===== src/rtl/control_sequencer.sv =====
// Hardwired multi-cycle control unit for the bus-based register datapath.
// Fetches through a memory read handshake, decodes IR and drives every
// register-enable, bus-drive and ALU-select strobe of the datapath.
//
//   state  | meaning
//   -------+---------------------------------------------------------
//   IDLE   | waiting for run
//   T0     | PC -> MAR, Z <= PC+1
//   T1     | Z -> PC (first cycle only), memory read until mem_done
//   T2     | MDR -> IR
//   T3     | first execute step (operand to Y, or single-step ops)
//   T4     | second operand, ALU/immediate into Z
//   T5     | Z low -> destination (or LO for mul)
//   T6     | Z high -> HI (mul only)
//   HALT   | stopped until clear
module control_sequencer (
    input  logic        clock,
    input  logic        clear,
    input  logic        run,
    input  logic [31:0] IR,
    input  logic        mem_done,
    output logic [15:0] Rin,
    output logic [15:0] Rout,
    output logic        PCin,
    output logic        PCout,
    output logic        IRin,
    output logic        Yin,
    output logic        Yout,
    output logic        MDRin,
    output logic        MDRout,
    output logic        MARin,
    output logic        HIin,
    output logic        HIout,
    output logic        LOin,
    output logic        LOout,
    output logic        Zlowin,
    output logic        Zhighin,
    output logic        Zlowout,
    output logic        Zhighout,
    output logic        IncPC,
    output logic        Cout,
    output logic        Read,
    output logic [3:0]  alu_op,
    output logic        busy,
    output logic        halted,
    output logic        illegal
);

    typedef enum logic [3:0] {
        S_IDLE, S_T0, S_T1, S_T2, S_T3, S_T4, S_T5, S_T6, S_HALT
    } state_t;

    localparam logic [4:0] OP_ADD  = 5'b00011;
    localparam logic [4:0] OP_SUB  = 5'b00100;
    localparam logic [4:0] OP_AND  = 5'b00101;
    localparam logic [4:0] OP_OR   = 5'b00110;
    localparam logic [4:0] OP_ADDI = 5'b01100;
    localparam logic [4:0] OP_MUL  = 5'b01111;
    localparam logic [4:0] OP_MFHI = 5'b10111;
    localparam logic [4:0] OP_MFLO = 5'b11000;
    localparam logic [4:0] OP_NOP  = 5'b11010;
    localparam logic [4:0] OP_HALT = 5'b11011;

    localparam logic [3:0] ALU_ADD = 4'd0;
    localparam logic [3:0] ALU_SUB = 4'd1;
    localparam logic [3:0] ALU_AND = 4'd2;
    localparam logic [3:0] ALU_OR  = 4'd3;
    localparam logic [3:0] ALU_MUL = 4'd4;

    state_t     state, state_nxt;
    logic       t1_first;
    logic [4:0] op;
    logic [3:0] ra, rb, rc;
    logic       is_alu, is_addi, is_mul, is_mfhi, is_mflo, is_nop, is_halt;
    logic       is_legal;
    logic       unused_ir;

    assign op        = IR[31:27];
    assign ra        = IR[26:23];
    assign rb        = IR[22:19];
    assign rc        = IR[18:15];
    // Immediate bits go straight to the datapath's sign extender, not here.
    assign unused_ir = ^IR[14:0];

    assign is_alu   = (op == OP_ADD) || (op == OP_SUB) || (op == OP_AND) || (op == OP_OR);
    assign is_addi  = (op == OP_ADDI);
    assign is_mul   = (op == OP_MUL);
    assign is_mfhi  = (op == OP_MFHI);
    assign is_mflo  = (op == OP_MFLO);
    assign is_nop   = (op == OP_NOP);
    assign is_halt  = (op == OP_HALT);
    assign is_legal = is_alu || is_addi || is_mul || is_mfhi || is_mflo || is_nop || is_halt;

    // State register; t1_first marks the T1 cycle entered straight from T0
    // so wait states never reload PC.
    always_ff @(posedge clock) begin
        if (!clear) begin
            state    <= S_IDLE;
            t1_first <= 1'b0;
        end else begin
            state    <= state_nxt;
            t1_first <= (state == S_T0);
        end
    end

    // Next-state and Moore strobe decode (IR fields qualify T3..T6).
    always_comb begin
        state_nxt = state;
        Rin       = '0;
        Rout      = '0;
        PCin      = 1'b0;
        PCout     = 1'b0;
        IRin      = 1'b0;
        Yin       = 1'b0;
        Yout      = 1'b0;
        MDRin     = 1'b0;
        MDRout    = 1'b0;
        MARin     = 1'b0;
        HIin      = 1'b0;
        HIout     = 1'b0;
        LOin      = 1'b0;
        LOout     = 1'b0;
        Zlowin    = 1'b0;
        Zhighin   = 1'b0;
        Zlowout   = 1'b0;
        Zhighout  = 1'b0;
        IncPC     = 1'b0;
        Cout      = 1'b0;
        Read      = 1'b0;
        alu_op    = ALU_ADD;
        busy      = 1'b0;
        halted    = 1'b0;
        illegal   = 1'b0;
        case (state)
            S_IDLE: begin
                if (run) state_nxt = S_T0;
            end
            S_T0: begin
                busy      = 1'b1;
                PCout     = 1'b1;
                MARin     = 1'b1;
                IncPC     = 1'b1;
                Zlowin    = 1'b1;
                Zhighin   = 1'b1;
                state_nxt = S_T1;
            end
            S_T1: begin
                busy    = 1'b1;
                Zlowout = 1'b1;
                PCin    = t1_first;
                Read    = 1'b1;
                MDRin   = mem_done;
                if (mem_done) state_nxt = S_T2;
            end
            S_T2: begin
                busy      = 1'b1;
                MDRout    = 1'b1;
                IRin      = 1'b1;
                state_nxt = S_T3;
            end
            S_T3: begin
                busy      = 1'b1;
                illegal   = !is_legal;
                state_nxt = S_T0;
                if (is_alu || is_addi) begin
                    Rout      = 16'd1 << rb;
                    Yin       = 1'b1;
                    state_nxt = S_T4;
                end else if (is_mul) begin
                    Rout      = 16'd1 << ra;
                    Yin       = 1'b1;
                    state_nxt = S_T4;
                end else if (is_mfhi) begin
                    HIout = 1'b1;
                    Rin   = 16'd1 << ra;
                end else if (is_mflo) begin
                    LOout = 1'b1;
                    Rin   = 16'd1 << ra;
                end else if (is_halt) begin
                    state_nxt = S_HALT;
                end
            end
            S_T4: begin
                busy      = 1'b1;
                Zlowin    = 1'b1;
                Zhighin   = 1'b1;
                state_nxt = S_T5;
                if (is_addi) begin
                    Cout = 1'b1;
                end else if (is_mul) begin
                    Rout   = 16'd1 << rb;
                    alu_op = ALU_MUL;
                end else begin
                    Rout = 16'd1 << rc;
                    case (op)
                        OP_SUB:  alu_op = ALU_SUB;
                        OP_AND:  alu_op = ALU_AND;
                        OP_OR:   alu_op = ALU_OR;
                        default: alu_op = ALU_ADD;
                    endcase
                end
            end
            S_T5: begin
                busy    = 1'b1;
                Zlowout = 1'b1;
                if (is_mul) begin
                    LOin      = 1'b1;
                    state_nxt = S_T6;
                end else begin
                    Rin       = 16'd1 << ra;
                    state_nxt = S_T0;
                end
            end
            S_T6: begin
                busy      = 1'b1;
                Zhighout  = 1'b1;
                HIin      = 1'b1;
                state_nxt = S_T0;
            end
            S_HALT: begin
                halted = 1'b1;
            end
            default: state_nxt = S_IDLE;
        endcase
    end

endmodule


===== config.mk =====
export PLATFORM = sky130hd
export DESIGN_NAME = control_sequencer
export DESIGN_NICKNAME = d
export VERILOG_FILES = /design/src/rtl/control_sequencer.sv
export SDC_FILE = /design/constraint.sdc
export NUM_CORES = 1
export LEC_CHECK = 0
export ABC_AREA = 1
export CAP_MARGIN = 40
export CORE_AREA = 8 8 73 75
export DETAILED_ROUTE_END_ITERATION = 10
export DIE_AREA = 0 0 81 83
export MAX_ROUTING_LAYER = met4
export PLACE_DENSITY = 0.89
export REMOVE_ABC_BUFFERS = 1
export SYNTH_ARGS = -nofsm -noshare
export SYNTH_HDL_FRONTEND = slang
export SYNTH_SLANG_ARGS = --single-unit

===== constraint.sdc =====
create_clock -name clock -period 3 [get_ports clock]
set_clock_uncertainty 0.1 [all_clocks]
set_input_delay 0.45 -clock clock [delete_from_list [all_inputs] [get_ports clock]]
set_output_delay 0.45 -clock clock [all_outputs]
set_load 0.1 [all_outputs]

==> flow_summary.ini <==
[global_route]
grt_start_max_net_pins = 27
track_usage_pct = 17.3
grt-ovfl-total = 0
grt_pass1_wl_mm = 9.67
grt_pass1_vias = 2211
antenna_found_initial = 0

[place]
dp.cells = 453
hpwl_mm = 5.01
port-buffer-count = 76
dpl_cell_area_sq_um = 2810
gp_congestion = 1.05

[synthesis]
yosysWarnings = 0
ys_ff_latch = 5
seq_area_frac_synth_pct = 5.80
syn_area_sq_um = 1730
syn_avg_cell_area_sq_um = 5.05
synth_cells = 342
ys_types = 29

[cts]
clk_path_buf_depth = 2
ctsHtreeMaxLevel = 1
cts_buffers = 3
cts-root-buf = clkbuf_8
clk_latency_ns = 0.22
cts_tree = yes
clk_pin_slew_ns = 0.04
postCtsSetupBuffers = 0
cts.sinks = 5

[power]
switching_power_mw = 0.401
intPower_mw = 0.273
p_sw_share_pct = 59.5
ir_worst_vdd_v = 0.000191
p_leak_nw = 1.31
seqPwrFrac_pct = 11.9
finalPower_mw = 0.674
power_frac_clock_pct = 18.3
power_density_nw_per_um2 = 233
p_comb_share_pct = 69.8

[timing]
clock.fmax_mhz = 345
drv_slew = 0
finalHoldViolations = 0
layout_min_cycle_time_ns = 2.90
setup_viol = 0
fin_crit_sh_pct = 96.6
grt_setup_unrepaired = true

[worst_setup_path]
critPathCaptureType = output pin
crit_type = input port to output pin
cp-start-kind = input port
cp.arrival_ns = 2.35
rr_startpoint = state[3]
cp_max_fo = 16
reg2reg_slack_ns = 1.32
required_ns = 2.45
startpoint = IR[27]

[floorplanning]
die_area_sq_um = 6720
coreArea_sq_um = 4200
start_util_pct = 41.0
std_cell_rows = 24
io-pin-count = 94
die_w_um = 81
die_height_um = 83

[routing]
drt-total-wl_mm = 6.12
drt_iter0_drc = 158
via_per_inst = 5.35
vias = 2444
routedWlPerCell_um = 13.4
ant_nets = 0
dr.pass1.iters = 6
drc_errors = 0

[worst_hold_path]
min_path_type = flop to flop
hold_start = state[3]

[final_layout]
stdcell_count = 457
syn2layout_area_growth_pct = 67.7
design_area_sq_um = 2890
drive_gt1_share_pct = 26.2
post-route-util_pct = 68.8
num_antenna_cells = 0
nets = 442

[status]
outcome = finished clean

[job]
drv_cap = 0
synth_stat cells (all sizes together):
library cell  instances  share of area (%)
o21bai                6                2.6
nor4                  3                1.1
nor3                 13                3.8
clkinv                1               0.22
o31ai                 1               0.44
o211ai                1               0.44
buf                  18                8.3
conb                  1               0.22
a21oi                 8                2.3
o21ai                12                3.5
nand3                44                 13
o22ai                 1               0.36
nand2                96                 22
inv                  47                 10
nor2                 62                 17
nand4                17                6.5
clkbuf                6                1.3
dfxtp                 5                5.8
worst max-delay path, stage by stage:
cell	delay [ns]
clkdlybuf4s50_1	0.51
nand2_2	0.17
inv_1	0.05
nand2_1	0.05
nand2_1	0.06
nand2_2	0.22
nand4_2	0.15
nand2_2	0.10
nand2_4	0.16
nor2_2	0.21
buf_12	0.20
repair_timing:
| item | in CTS | in global routing |
|---|---|---|
| endpoints found under the setup margin | 0 | 19 |
| gates resized for setup | 0 | 13 |
| hold buffers | 0 | 0 |
stage by stage:
stage / TNS [ns] / setup slack (ns) / hold slack (ns)
2_1_floorplan: -25.35 / -2.07 / 0.415
3_3_place_gp: 0 / 0.161 / 0.445
3_5_place_dp: 0 / 0.0834 / 0.442
4_1_cts: 0 / 0.0651 / 0.447
5_1_grt: -0.0610 / -0.0153 / 0.507
6_report: 0 / 0.101 / 0.452
layer usage:
| metal | share of wire, % | GRT usage (%) |
|---|---|---|
| met2 | 50 | 31.5 |
| met5 | 0 | - |
| met1 | 39 | 19.0 |
| met3 | 9.3 | 2.91 |
| met4 | 1.9 | 3.09 |
layout by cell type (no fill, tap or decap), types with 4 or more instances in the layout:
cell type	count
nand2_1	90
inv_1	42
nand3_1	42
buf_12	41
nor2_1	38
nor2_2	21
buf_4	21
clkdlybuf4s50_1	20
nand4_1	16
nor3_1	13
o21ai_0	12
a21oi_1	8
dfxtp_1	5
inv_2	4
nand2_2	4
final cells by class:
class / instances / area, sq um
Multi-Input combinational cell: 266 / 1320
Fill cell: 361 / 1310
Timing Repair Buffer: 82 / 1180
Inverter: 48 / 183
Sequential cell: 5 / 100
Tap cell: 52 / 65.1
Clock buffer: 4 / 45.0
state kept, by name, indices dropped and copies added (netlist names):
register	count
state	4
t1_first	1
final timing paths:
check              to  depth (start not counted)
min reg2reg  state[3]                          2
max reg2reg  state[2]                          6
min          state[3]                          2
max           Rin[12]                         11
power groups by stage:
stage | Sequential (mW) | Clock, mW | Combinational (mW)
after floorplan | 0.0793 | 0 | 0.337
after global placement | 0.0804 | 0 | 0.454
after detailed placement | 0.0810 | 0 | 0.464
after CTS | 0.0800 | 0.127 | 0.465
after global routing | 0.0809 | 0.134 | 0.494
final | 0.0802 | 0.123 | 0.470
cells by family after synthesis:
kind of cell	synth area share, %
and+or+nand+nor	64.2
AOI/OAI and AO/OA	9.65
buffers and inverters	20.1
DFF	5.80
other	0.217
Note: power is estimated with default switching activity, not from simulation.
==> patch 1, RTL diff (same settings) <==
Re-encode `state_t` (9 states) as Gray code, 4 bits wide.
--- a/src/rtl/control_sequencer.sv
+++ b/src/rtl/control_sequencer.sv
@@ -48,5 +48,5 @@
 
     typedef enum logic [3:0] {
-        S_IDLE, S_T0, S_T1, S_T2, S_T3, S_T4, S_T5, S_T6, S_HALT
+        S_IDLE = 4'b0000, S_T0 = 4'b0001, S_T1 = 4'b0011, S_T2 = 4'b0010, S_T3 = 4'b0110, S_T4 = 4'b0111, S_T5 = 4'b0101, S_T6 = 4'b0100, S_HALT = 4'b1100
     } state_t;
 
Function: same outputs for any inputs over 10 cycles, from zero or initial values; not proved beyond that.
==> patch 1 against the original RTL <==
  * Core utilization is 2.2 points lower
  * Final area is 3.2% lower
  * Register-to-register slack better by 0.14 ns
  * Routed wire length fell by 8.8%
  * Power increased by 44%
  * Sequential cell count stayed put
  * Fmax grew 1.2%
  * Area after synthesis decreased by 4.1%
  * Worst setup slack gained 0.035 ns
  * Critical path type unchanged
  * Highest routed layer unchanged
==> patch 1: results (changes against the original RTL) <==
- The via count of the first global-routing pass is 2073 (was 2211).
- The final weighted congestion in routability-driven placement came to 0.984 (was 1.05).
- The clock transition at the register clock pins on the worst setup and hold paths after CTS is 0.04 ns (about the same).
- The reg-to-reg setup timing slack is 1.46 ns (was 1.32 ns).
- The HPWL reported at the end of detailed placement is 4.67 mm (was 5.01 mm).
- The iteration count of the initial detailed-routing pass came to 4 (was 6).
- The hold path startpoint is state[1]$_SDFFE_PN0P_ (was state[3]$_SDFFE_PN0P_).
- The number of distinct library cells after synthesis is 26 (was 29).
- The global-route track usage on met1 is 0.186 (was 0.190).
- The count of synthesis-stage warnings from yosys came to 0 (unchanged).
- The detailed route wirelength on metal2 came to 2.72 mm (was 3.05 mm).
- The total length of routed wires is 5.58 mm (was 6.12 mm).
- The total routing resource utilization after global routing came to 0.160 (was 0.173).
- The share of the synthesized area in compound gates (AO/OA/AOI/OAI) is 0.0741 (was 0.0964).
- The met2 usage was 0.276 (was 0.315).
- The beginning of the worst register-to-register path is state[0]$_SDFFE_PN0P_ (was state[3]$_SDFFE_PN0P_).
- The critical register-to-register path endpoint is state[0]$_SDFFE_PN0P_ (was state[2]$_SDFFE_PN0P_).
- The instance count of the mapped netlist is 315 (was 342).
- The switching share of power is 0.662 (was 0.595).
- The DRC marker count from the first detailed-route iteration was 93 (was 158).
- The global-route met3 utilization came to 0.0216 (was 0.0291).
- The share of post-route cells with drive strength above 1 is 0.261 (was 0.262).
- The final layout net count is 417 (was 442).
- The routed length on met3 is 457 µm (was 567 µm).
- The total instance count after detailed placement is 428 (was 453).
- The average detailed-routed wire length per instance is 12.9 µm (was 13.4 µm).
- The terminating pin of the worst hold path is state[0]$_SDFFE_PN0P_ (was state[3]$_SDFFE_PN0P_).
- The leakage power is 0.00129 µW (was 0.00131 µW).
- The capturing instance or port of the critical path was Rout[5] (was Rin[12]).
- Result of the run: completed (unchanged).
- The arrival time at the worst endpoint is 2.31 ns (was 2.35 ns).
- The maximum number of pins on one net before global-route repair is 19 (was 27).
- The maximum fanout count along the critical path is 11 (was 16).
- The post-route met1 wirelength came to 2.35 mm (was 2.38 mm).
- The later-pin clock latency in the skew report is 0.22 ns (about the same).
- The relative contribution of the clock network to total power was 0.127 (was 0.183).
- Leading cell types by count after synthesis: sky130_fd_sc_hd__nand2_1 (80), sky130_fd_sc_hd__nand3_1 (53), sky130_fd_sc_hd__inv_1 (30) (was sky130_fd_sc_hd__nand2_1 (90), sky130_fd_sc_hd__nor2_1 (46), sky130_fd_sc_hd__inv_1 (42), sky130_fd_sc_hd__nand3_1 (42), sky130_fd_sc_hd__nand4_1 (16)).
- The wire length of the first global-routing pass is 8.97 mm (was 9.67 mm).
- The register share of total power is 0.106 (was 0.119).
- The maximum vdd drop is 0.000344 V (was 0.000191 V).
patch 1: cell types whose count changed after synthesis, moves of 6 or more:
cell                       delta
sky130_fd_sc_hd__inv_1       -12
sky130_fd_sc_hd__nand2_1     -10
sky130_fd_sc_hd__nand3_1     +11
sky130_fd_sc_hd__nand4_1     +13
sky130_fd_sc_hd__nor2_1      -18
sky130_fd_sc_hd__o21ai_0      +8
sky130_fd_sc_hd__o21bai_1     -6
patch 1: worst max-delay path: stages:
cell,delay [ns]
sky130_fd_sc_hd__clkdlybuf4s50_1,0.61
sky130_fd_sc_hd__nand2_2,0.14
sky130_fd_sc_hd__nand2_1,0.12
sky130_fd_sc_hd__nor2_2,0.05
sky130_fd_sc_hd__nor2_4,0.16
sky130_fd_sc_hd__nand2_4,0.13
sky130_fd_sc_hd__nand2_1,0.08
sky130_fd_sc_hd__nand2_1,0.04
sky130_fd_sc_hd__o21ai_0,0.29
sky130_fd_sc_hd__buf_12,0.22
patch 1: area by class of cell:
| cell class | instances | area (µm²) |
|---|---|---|
| flip-flops and latches | 5 | 100 |
| fillers | 347 | 1400 |
| repair buffers | 84 | 1190 |
| inverters | 36 | 143 |
| well taps | 52 | 65.1 |
| multi-input cells | 251 | 1260 |
| clock buffers | 4 | 45.0 |
patch 1: stage by stage:
| step | power, µW | area [µm²] | hold slack [ns] | setup WS [ns] |
|---|---|---|---|---|
| detailed placement | 845 | 2760 | 0.450 | 0.137 |
| global route | 1020 | 2800 | 0.495 | 0.00207 |
| CTS | 970 | 2800 | 0.454 | 0.131 |
| floorplan | 666 | 1500 | 0.421 | -2.30 |
| global placement | 834 | 2760 | 0.444 | 0.185 |
| finish | 968 | 2800 | 0.456 | 0.136 |
==> patch 2, RTL diff (same flow settings) <==
Without the edit above. Add an input register stage for `clear`, `run`, `IR` and `mem_done`, without a reset; this delays them by one clock. Comments in the files are not updated.
--- a/src/rtl/control_sequencer.sv
+++ b/src/rtl/control_sequencer.sv
@@ -68,4 +68,16 @@
     localparam logic [3:0] ALU_MUL = 4'd4;
 
+    logic clear_q;
+    logic run_q;
+    logic [31:0] IR_q;
+    logic mem_done_q;
+
+    always_ff @(posedge clock) begin
+        clear_q    <= clear;
+        run_q      <= run;
+        IR_q       <= IR;
+        mem_done_q <= mem_done;
+    end
+
     state_t     state, state_nxt;
     logic       t1_first;
@@ -76,10 +88,10 @@
     logic       unused_ir;
 
-    assign op        = IR[31:27];
-    assign ra        = IR[26:23];
-    assign rb        = IR[22:19];
-    assign rc        = IR[18:15];
+    assign op        = IR_q[31:27];
+    assign ra        = IR_q[26:23];
+    assign rb        = IR_q[22:19];
+    assign rc        = IR_q[18:15];
     // Immediate bits go straight to the datapath's sign extender, not here.
-    assign unused_ir = ^IR[14:0];
+    assign unused_ir = ^IR_q[14:0];
 
     assign is_alu   = (op == OP_ADD) || (op == OP_SUB) || (op == OP_AND) || (op == OP_OR);
@@ -95,5 +107,5 @@
     // so wait states never reload PC.
     always_ff @(posedge clock) begin
-        if (!clear) begin
+        if (!clear_q) begin
             state    <= S_IDLE;
             t1_first <= 1'b0;
@@ -134,5 +146,5 @@
         case (state)
             S_IDLE: begin
-                if (run) state_nxt = S_T0;
+                if (run_q) state_nxt = S_T0;
             end
             S_T0: begin
@@ -150,6 +162,6 @@
                 PCin    = t1_first;
                 Read    = 1'b1;
-                MDRin   = mem_done;
-                if (mem_done) state_nxt = S_T2;
+                MDRin   = mem_done_q;
+                if (mem_done_q) state_nxt = S_T2;
             end
             S_T2: begin
Behaviour: not the same (Yosys sat finds a counterexample within 4 cycles, from zero or initial values).
==> patch 2 against the original RTL <==
  * Non-clock buffer count shrank 3
  * Clock power grew 59%
  * Sequential cell count grew 20
  * Critical path depth shrank 4
  * Area after synthesis grew 11%
  * Power grew 44%
  * Register-to-register slack gained 0.11 ns
  * Worst setup slack gained 0.079 ns
  * Routed wire length grew 0.65%
  * Via count shrank 6.5%
  * Final area grew 2.0%
  * Synthesized cell count shrank 5.0%
  * Largest cell class unchanged
==> patch 2: results (changes against the original RTL) <==
- The peak per-stage delay on the critical path is 0.60 ns (was 0.51 ns).
- The gate family responsible for the most delay along the worst path is compound AO/OA/AOI/OAI gates (was simple AND/OR/NAND/NOR gates).
- The capturing instance or port of the critical path was Rout[13] (was Rin[12]).
- The maximum vdd drop is 0.000370 V (was 0.000191 V).
- The reg-to-reg setup timing slack is 1.43 ns (was 1.32 ns).
- The post-route met1 wirelength is 2.52 mm (was 2.38 mm).
- The count of filler cells inserted in the layout is 346 (was 361).
- The cell accounting for the most synthesized area is sky130_fd_sc_hd__dfxtp_1 (was sky130_fd_sc_hd__nand2_1).
- Result of the run: completed (unchanged).
- The post-placement setup slack is 0.540 ns (was 0.0834 ns).
- The leakage power is 0.00121 µW (was 0.00131 µW).
- The wire length of the first global-routing pass is 10.0 mm (was 9.67 mm).
- The iteration count of the initial detailed-routing pass is 4 (was 6).
- The final layout net count was 424 (was 442).
- The DRC marker count from the first detailed-route iteration is 166 (was 158).
- The total placed instance area was 0.00291 mm² (was 0.00281 mm²).
- The global-route track usage on met1 is 0.206 (was 0.190).
- The number of distinct library cells after synthesis came to 25 (was 29).
- The worst setup path startpoint is state[2]$_SDFFE_PN0P_ (was IR[27]).
- The average instance area after synthesis is 5.91 µm² (was 5.05 µm²).
- The beginning of the worst register-to-register path is IR_q[29]$_DFF_P_ (was state[3]$_SDFFE_PN0P_).
- The total routing resource utilization after global routing is 0.186 (was 0.173).
- The cell with the largest stage delay on the worst path is sky130_fd_sc_hd__a21oi_2 (was sky130_fd_sc_hd__clkdlybuf4s50_1).
- The per-cell via count in the routed design is 5.20 (was 5.35).
- The later-pin clock latency in the skew report is 0.27 ns (was 0.22 ns).
- The hold path startpoint is clear_q$_DFF_P_ (was state[3]$_SDFFE_PN0P_).
- The detailed route wirelength on metal2 is 3.07 mm (was 3.05 mm).
==> patch 2: changes by cell type after synthesis, moves of 3 or more <==
cell / before / now
sky130_fd_sc_hd__a21oi_1: 8 / 4
sky130_fd_sc_hd__nor3_1: 13 / 10
sky130_fd_sc_hd__o21ai_1: 0 / 12
sky130_fd_sc_hd__inv_2: 5 / 2
sky130_fd_sc_hd__nand3_1: 42 / 38
sky130_fd_sc_hd__nand2_1: 90 / 56
sky130_fd_sc_hd__o21bai_1: 6 / 0
sky130_fd_sc_hd__buf_2: 6 / 3
sky130_fd_sc_hd__dfxtp_1: 5 / 25
sky130_fd_sc_hd__o21ai_0: 12 / 34
sky130_fd_sc_hd__nor2_1: 46 / 38
==> patch 2: layout make-up <==
cell class	instances	share of cell area
Multi-Input combinational cell	235	0.380
Timing Repair Buffer	79	0.358
Sequential cell	25	0.169
Inverter	44	0.0559
Tap cell	52	0.0220
Clock buffer	4	0.0153
==> patch 2: where the power goes <==
group | total, µW | switching [µW] | internal (µW)
clock network | 196 | 101 | 94.9
registers | 377 | 24.5 | 353
logic | 395 | 303 | 91.8
==> patch 2: cell families after synthesis <==
kind of cell    synth area share
simple gates               0.438
buf+inv                    0.158
compound gates             0.142
flops                      0.260
other cells              0.00195
==> patch 2: worst min-delay path by stage <==
| stage | slack [ns] | endpoint |
|---|---|---|
| 2_1_floorplan | 0.37 | state[3]$_SDFFE_PN0P_ |
| 3_3_place_gp | 0.41 | state[1]$_SDFFE_PN0P_ |
| 3_5_place_dp | 0.43 | state[3]$_SDFFE_PN0P_ |
| 4_1_cts | 0.44 | state[2]$_SDFFE_PN0P_ |
| 5_1_grt | 0.45 | state[3]$_SDFFE_PN0P_ |
| 6_report | 0.45 | state[2]$_SDFFE_PN0P_ |
